### src/rtl/hazard_scoreboard.sv
// Pipeline hazard scoreboard: tracks in-flight register writers per stage and
// raises stall/forwarding controls for the D stage, plus a multiply/divide busy counter.
module hazard_scoreboard #(
  parameter int unsigned NSTG     = 2,
  parameter int unsigned TW       = 3,
  parameter int unsigned MULT_LAT = 5,
  parameter int unsigned DIV_LAT  = 10
) (
  input  logic          clk,
  input  logic          reset_n,
  input  logic          flush,
  input  logic [4:0]    rs_d,
  input  logic [4:0]    rt_d,
  input  logic [TW-1:0] tuse_rs,
  input  logic [TW-1:0] tuse_rt,
  input  logic [4:0]    wa_d,
  input  logic          we_d,
  input  logic [TW-1:0] tnew_d,
  input  logic          md_start_d,
  input  logic          md_div_d,
  input  logic          md_use_d,
  output logic          stall,
  output logic          stall_rs,
  output logic          stall_rt,
  output logic          stall_md,
  output logic          md_busy,
  output logic [2:0]    fwd_rs,
  output logic [2:0]    fwd_rt
);

  localparam int unsigned CW = 8;
  localparam int unsigned FW = 3;

  logic          stg_we_q   [1:NSTG];
  logic [4:0]    stg_wa_q   [1:NSTG];
  logic [TW-1:0] stg_tnew_q [1:NSTG];
  logic          stg_we_d   [1:NSTG];
  logic [4:0]    stg_wa_d   [1:NSTG];
  logic [TW-1:0] stg_tnew_d [1:NSTG];
  logic [CW-1:0] md_cnt_q;
  logic [CW-1:0] md_cnt_d;

  // Hazard detection and forwarding select; scanning oldest to youngest lets the youngest producer win.
  always_comb begin
    stall_rs = 1'b0;
    stall_rt = 1'b0;
    fwd_rs   = '0;
    fwd_rt   = '0;
    for (int k = int'(NSTG); k >= 1; k--) begin
      if (stg_we_q[k] && (stg_wa_q[k] != 5'd0)) begin
        if (stg_wa_q[k] == rs_d) begin
          fwd_rs = FW'(k);
          if (stg_tnew_q[k] > tuse_rs) stall_rs = 1'b1;
        end
        if (stg_wa_q[k] == rt_d) begin
          fwd_rt = FW'(k);
          if (stg_tnew_q[k] > tuse_rt) stall_rt = 1'b1;
        end
      end
    end
  end

  assign md_busy  = (md_cnt_q != '0);
  assign stall_md = md_use_d & md_busy;
  assign stall    = stall_rs | stall_rt | stall_md;

  // Stage advance: older entries age their Tnew, a stall injects a bubble into stage 1.
  always_comb begin
    for (int k = 1; k <= int'(NSTG); k++) begin
      stg_we_d[k]   = 1'b0;
      stg_wa_d[k]   = '0;
      stg_tnew_d[k] = '0;
    end
    if (!flush) begin
      for (int k = int'(NSTG); k >= 2; k--) begin
        stg_we_d[k]   = stg_we_q[k-1];
        stg_wa_d[k]   = stg_wa_q[k-1];
        stg_tnew_d[k] = (stg_tnew_q[k-1] != '0) ? stg_tnew_q[k-1] - TW'(1) : '0;
      end
      if (!stall) begin
        stg_we_d[1]   = we_d;
        stg_wa_d[1]   = wa_d;
        stg_tnew_d[1] = tnew_d;
      end
    end
  end

  // MDU busy counter: a start is accepted only when D is not stalled.
  always_comb begin
    md_cnt_d = md_cnt_q;
    if (flush) begin
      md_cnt_d = '0;
    end else if (md_start_d && !stall) begin
      md_cnt_d = md_div_d ? CW'(DIV_LAT) : CW'(MULT_LAT);
    end else if (md_busy) begin
      md_cnt_d = md_cnt_q - CW'(1);
    end
  end

  always_ff @(posedge clk or negedge reset_n) begin
    if (!reset_n) begin
      for (int k = 1; k <= int'(NSTG); k++) begin
        stg_we_q[k]   <= 1'b0;
        stg_wa_q[k]   <= '0;
        stg_tnew_q[k] <= '0;
      end
      md_cnt_q <= '0;
    end else begin
      for (int k = 1; k <= int'(NSTG); k++) begin
        stg_we_q[k]   <= stg_we_d[k];
        stg_wa_q[k]   <= stg_wa_d[k];
        stg_tnew_q[k] <= stg_tnew_d[k];
      end
      md_cnt_q <= md_cnt_d;
    end
  end

endmodule

### config.mk
export PLATFORM = sky130hd
export DESIGN_NAME = hazard_scoreboard
export DESIGN_NICKNAME = d
export VERILOG_FILES = /design/src/rtl/hazard_scoreboard.sv
export SDC_FILE = /design/constraint.sdc
export NUM_CORES = 1
export LEC_CHECK = 0
export CAP_MARGIN = 20
export CORE_MARGIN = 8
export CORE_UTILIZATION = 51
export CTS_BUF_LIST = sky130_fd_sc_hd__clkbuf_8
export DETAILED_ROUTE_END_ITERATION = 12
export PLACE_DENSITY = 0.82
export SLEW_MARGIN = 20
export SYNTH_ARGS = -nofsm -noshare
export SYNTH_HDL_FRONTEND = slang
export SYNTH_SLANG_ARGS = --single-unit
### constraint.sdc
create_clock -name clk -period 4.3 [get_ports clk]
set_input_delay 1.29 -clock clk [delete_from_list [all_inputs] [get_ports clk]]
set_output_delay 1.29 -clock clk [all_outputs]
set_load 0.05 [all_outputs]
==> impl_results.md, run 1 <==
- Die Ht: between 70 and 80 µm
- CP max stage delay: slightly below 0.5 ns
- IO Pins: 42
- # clock sinks: 26
- Fill count: about 230
- Max-Cap Viols: 0
- Seq/Total Area, Yosys: 0.3838
- Vias in the first global route: approximately 1.4k
- Mapped Area: between 1500 and 2000 µm²
- Yosys reg bits: 26
- Maximum clock path buffer count: 2
- Largest net degree at the start of global routing: 27
- CP Launch Type: input port
- Setup_tns: 0 ns
- Cells after Synth: between 150 and 200
- Yosys top cell by area: dfrtp_1
- ANT nets after route: 0
- Share of the synthesized area in the top cell type: 0.3838
- Final hold vios: 0
- Antenna diodes: 0
- Nets: 260
- Global route overflow: 0
- H-tree level count: 1
- Total leakage power: 1.121 nW
- Peak VDD IR: ~0.00034 V
- Syn. warnings: 0
- Async set-reset flop share out of synthesis: 1.000
- Setup ws final: approximately 0.021 ns
- R2R cell count: 8
- CTS Hold Buffers Added: 0
- Yosys cell types: 33
- Avg Vias per Cell: 5.201
- Layout cells sized above 1: 0.2441
- CP required: 3.01 ns
- Run status: complete, no violations
- Hold Path Class: reg -> reg
- Global-route wire length before repair: 6941 µm
- Hold Path Cell Cnt: 1
- Synth area leaders: dfrtp_1 (38%), ha_1 (11%), xnor2_1 (8.8%), nor2b_1 (5.2%), xor2_1 (4.6%)
- Pwr dens: 446.8 nW/µm²
- DR DRC count: 0
- Area Overhead vs Synth: 47.08%
- Fmax: about 230 MHz
- DRT Pass-1 Iters: 4
- Final wirelength: 4313 µm
- Multi-input gate area: between 1000 and 1500 µm²
- Critical Path Sink Type: output pin
- RSZ-0062 raised after global routing: true
- Fin crit period: 4.279 ns
- Reg2reg setup slack: ~1.4 ns
- I/O Buffers: 39
- Initial Util: 0.5204
- Internal power: between 0.6 and 0.7 mW
- Die footprint: between 5000 and 6000 µm²
- Sw Ratio: 0.4021
- Crit path max fanout: 2
- Iteration-0 DRC Markers: 34
- Clock Power Share: 0.138
- CP Data Arrival Time: 2.99 ns
- Slew Viols, Final: 0
- Die width: 73.66 µm
- Combinational share of power: 0.536
- Routed WL per cell: 16.65 µm
- Final Skew: between 0.01 and 0.015 ns
- Hold Path Sink: stg_tnew_q[0]$_DFF_PN0_
- GR Util All Layers: 0.1665
- CTS buffer count: 3
- HPWL after DPL: between 3000 and 4000 µm
- Fin crit share: 0.9951
- Sw Pwr: 0.4480 mW
- Slew HR: 0.5168
- TritonCTS clock tree: done
- Top FF cell, synth: dfrtp_1
- Final Wtd Congestion: roughly 0.84
- Critical Path, Cell by Cell: clkdlybuf4s50_1, inv_2, ha_4, o21ai_1, a32oi_1, a32o_2, or3_4, buf_8
- R2r endpoint: md_cnt_q[3]$_DFFE_PN0P_
- Setup-failing EPs final: 0
- Placed cell count: 255
- Finished Layout Cells: between 200 and 300
- Row Count: 21
- Register area: between 600 and 700 µm²
- Syn_area_per_cell: 10.21 µm²
- Via count: between 1k and 1.5k
- Number of synthesized flops with an enable pin: 0
- DP Worst Slack: -0.2815 ns
- Clock Latency Late Sink: 0.27 ns
- Worst Max-Slew Pin Slew: 0.7225 ns
- Hold path startpoint: stg_tnew_q[3]$_DFF_PN0_
- Slowest-stage cell, CP: clkdlybuf4s50_1
- Clock root buffer: clkbuf_8
- Reg-to-Reg Start: stg_wa_q[6]$_DFF_PN0_
- Core Area: approximately 3300 µm²
- Clk slew on worst S/H paths: 0.09 ns
- Initial antenna violation count: 0
- Worst Setup Path Type: in -> out
- Sequential share of power: 0.326
## critical path, delay by kind of cell
kind	cells	cell delay (ns)
compound gates	3	0.41
buf+inv	3	0.72
simple gates	1	0.34
fa+ha+maj	1	0.23
## synth_stat cells, types with 3 or more instances
cell / instances
dfrtp_1: 26
xnor2_1: 17
ha_1: 15
nor2b_1: 14
inv_1: 13
and2_1: 9
xor2_1: 9
nor4_1: 8
nor2_1: 6
nand3_1: 5
nor3_1: 5
mux2_4: 4
o21ai_0: 4
a32oi_1: 3
nand2_1: 3
nand2b_1: 3
## worst max-delay path by stage
stage | slack [ns] | endpoint | from | depth (start not counted)
2_1_floorplan | -0.05 | stall | rt_d[1] | 5
3_3_place_gp | -0.25 | stall | tuse_rs[1] | 9
3_5_place_dp | -0.28 | stall | tuse_rt[1] | 9
4_1_cts | -0.006 | stall | tuse_rt[2] | 8
5_1_grt | -0.03 | stall | tuse_rt[2] | 8
6_report | 0.02 | stall | tuse_rt[2] | 8
## state kept, by name, indices dropped and copies added, names as in the netlist
| signal | cells |
|---|---|
| stg_wa_q | 10 |
| md_cnt_q | 8 |
| stg_tnew_q | 6 |
| stg_we_q | 2 |
## cells in the final DEF (no fill, tap or decap), drive strengths merged, types with 4 or more instances in the layout
| master | count |
|---|---|
| dfrtp | 26 |
| clkdlybuf4s50 | 20 |
| xnor2 | 17 |
| buf | 16 |
| ha | 15 |
| nor2b | 14 |
| inv | 14 |
| and2 | 10 |
| xor2 | 9 |
| nor4 | 9 |
| nor2 | 6 |
| o21ai | 6 |
| dlymetal6s2s | 6 |
| nor3 | 6 |
| nand3 | 5 |
| mux2 | 4 |
| clkbuf | 4 |
| dlygate4sd2 | 4 |
## cell families after synthesis
| kind of cell | share of synthesized area |
|---|---|
| other | 0.002212 |
| xor gates and xnor gates | 0.1343 |
| AOI/OAI and AO/OA | 0.05462 |
| muxes | 0.03543 |
| and+or+nand+nor | 0.2347 |
| buffers and inverters | 0.04428 |
| DFF | 0.3838 |
| adders and majority gates | 0.1107 |
## metrics by stage
step / hold slack (ns) / power [mW] / cell area [µm²] / utilization
global placement: 0.4753 / 0.9074 / 2320 / 0.7120
global route: 0.5193 / 1.189 / 2494 / 0.7654
detailed placement: 0.4751 / 0.9359 / 2320 / 0.7120
finish: 0.4847 / 1.114 / 2494 / 0.7654
CTS: 0.4884 / 1.111 / 2440 / 0.7488
floorplan: 0.4485 / 0.7811 / 1787 / -
## power by group through the flow
stage                     sequential (mW)  combinational [mW]  clock, mW
final                               0.363               0.597      0.154
after global routing                0.370               0.647      0.171
after CTS                           0.360               0.594      0.157
after detailed placement            0.360               0.576          0
after global placement              0.358               0.550          0
after floorplan                     0.345               0.436          0
## routing by layer
metal  part of all wire  wire (µm)  track usage  vias up
li1                   -          -            -      651
met4              0.017         75      0.07095        0
met3              0.051        219      0.03138        8
met2               0.54       2345       0.2785       38
met5                  0          0            0        -
met1               0.39       1673       0.2020      650
## repair_timing
action	in CTS	in global routing
resized for setup	17	12
buffers inserted	0	0
endpoints found under the setup margin	3	2
pin swaps	10	1
## layout make-up
class                      count  share of cell area
multi-input combinational    123              0.4681
inverter                      14             0.02107
tap                           46             0.02308
sequential                    26              0.2609
clock buffer                   4             0.02208
timing repair buffer          46              0.2047
Note: power is estimated with default switching activity, not from simulation.
==> run 2: changes to the inputs <==
--- a/config.mk
+++ b/config.mk
@@ -11,7 +11,7 @@
 export CTS_BUF_LIST = sky130_fd_sc_hd__clkbuf_8
 export DETAILED_ROUTE_END_ITERATION = 12
 export PLACE_DENSITY = 0.82
-export SLEW_MARGIN = 20
+export SLEW_MARGIN = 40
 export SYNTH_ARGS = -nofsm -noshare
 export SYNTH_HDL_FRONTEND = slang
 export SYNTH_SLANG_ARGS = --single-unit
==> impl_results.md, run 2 (synthesis results as in run 1) <==
- Fmax: about 230 MHz
- Routed WL per cell: roughly 16 µm
- Pwr dens: 447.0 nW/µm²
- Crit path max fanout: 2
- Vias in the first global route: approximately 1.4k
- Nets: 260
- CTS Hold Buffers Added: 0
- CP required: between 3 and 4 ns
- Global route overflow: 0
- CP Data Arrival Time: 2.99 ns
- DP Worst Slack: -0.2778 ns
- Row Count: 21
- Setup ws final: 0.02436 ns
- Worst Max-Slew Pin Slew: 0.7407 ns
- Worst Setup Path Type: in -> out
- # clock sinks: 26
- I/O Buffers: 39
- Slew Viols, Final: 0
- Biggest regs: stg_wa_q: 10 flops, md_cnt_q: 8 flops, stg_tnew_q: 6 flops
- Commonest non-fill, non-tap cell in the layout: dfrtp_1
- CP Launch Type: input port
- Final Wtd Congestion: around 0.84
- Clock root buffer: clkbuf_8
- Hold Path Class: reg -> reg
- Clock Latency Late Sink: approximately 0.27 ns
- Critical Path Sink Type: output pin
- Final Core Density: 0.7623
- Commonest non-fill, non-tap cells in the layout: dfrtp_1 (26), clkdlybuf4s50_1 (22), xnor2_1 (14), nor2b_1 (14)
- GR Util All Layers: 0.1588
- DRT Pass-1 Iters: 4
- Fin crit period: around 4.3 ns
- Slew HR: 0.5046
- IO Pins: 42
- Area Overhead vs Synth: 46.49%
- Run status: complete, no violations
- H-tree level count: 1
- Peak VDD IR: 0.0003359 V
- Die Ht: roughly 74 µm
- TritonCTS clock tree: done
- Clk slew on worst S/H paths: 0.09 ns
- Initial Util: 0.5204
- Fin crit share: 0.9943
- Avg Vias per Cell: about 5.2
- Die width: roughly 74 µm
- Maximum clock path buffer count: 2
- Layout cells sized above 1: 0.2441
- Total leakage power: approximately 1.1 nW
- Via count: about 1.4k
- Setup_tns: 0 ns
- Final hold vios: 0
- Largest Register: stg_wa_q
- Antenna diodes: 0
- Fill count: 222
- Largest net degree at the start of global routing: 27
- Design area: between 2000 and 2500 µm²
- CTS buffer count: 3
- Max-Cap Viols: 0
- Setup-failing EPs final: 0
- Max reg flops: 10
- Iteration-0 DRC Markers: 47
- Initial antenna violation count: 0
- Area after DPL: approximately 2300 µm²
- ANT nets after route: 0
- HPWL after DPL: 3343 µm
- RSZ-0062 raised after global routing: true
- Core Area: around 3300 µm²
- Hold Slack: 0.4842 ns
- Die footprint: about 5400 µm²
- DR DRC count: 0
- Final Skew: roughly 0.011 ns
- Final wirelength: 4171 µm
- Global-route wire length before repair: between 6000 and 7000 µm
==> run 2: through the flow <==
stage	cells	power [mW]
3_5_place_dp	255	0.9361
3_3_place_gp	255	0.9074
2_1_floorplan	167	0.7811
6_report	259	1.110
5_1_grt	259	1.186
4_1_cts	259	1.111
==> run 2: cell type report <==
type	instances	area (µm²)	area share
tap	46	57.56	0.02317
sequential	26	650.6	0.2620
clock buffer	4	55.05	0.02217
multi-input combinational	123	1159	0.4665
timing repair buffer	46	509.2	0.2050
inverter	14	52.55	0.02116
==> run 2: metal layers <==
metal	track usage	part of all wire	vias to the layer above
met5	0	0	-
met2	0.2717	0.52	33
met1	0.1920	0.42	661
met3	0.03001	0.042	8
met4	0.05543	0.015	0
li1	-	-	651
==> run 2: worst max-delay path, stage by stage <==
cell and delay (ns):
clkdlybuf4s50_1 0.48, inv_2 0.07, ha_4 0.27, a32oi_1 0.08, a22o_2 0.25, or3_4 0.39, buf_8 0.16
==> run 2: power breakdown <==
part / internal [mW] / switching, mW
Combinational: 0.287 / 0.309
Sequential: 0.297 / 0.0641
Clock: 0.0817 / 0.0716
==> run 2: worst paths after layout <==
path | slack [ns] | cells after the start | to | start
hold / removal | 0.48 | 1 | stg_tnew_q[0]$_DFF_PN0_ | stg_tnew_q[3]$_DFF_PN0_
max in group asynchronous | 2.93 | 1 | stg_wa_q[2]$_DFF_PN0_ | reset_n
setup / recovery | 0.02 | 7 | stall | tuse_rs[2]
hold reg to reg | 0.48 | 1 | stg_tnew_q[0]$_DFF_PN0_ | stg_tnew_q[3]$_DFF_PN0_
min in group asynchronous | 0.99 | 1 | md_cnt_q[3]$_DFFE_PN0P_ | reset_n
setup reg to reg | 1.37 | 8 | md_cnt_q[3]$_DFFE_PN0P_ | stg_wa_q[6]$_DFF_PN0_
==> run 2: what timing repair did <==
action,4_1_cts,5_1_grt
setup buffers,0,0
cloned,0,0
resized for setup,17,10
pin swaps,11,2
endpoints found under the hold margin,0,0
setup endpoints to repair,3,2
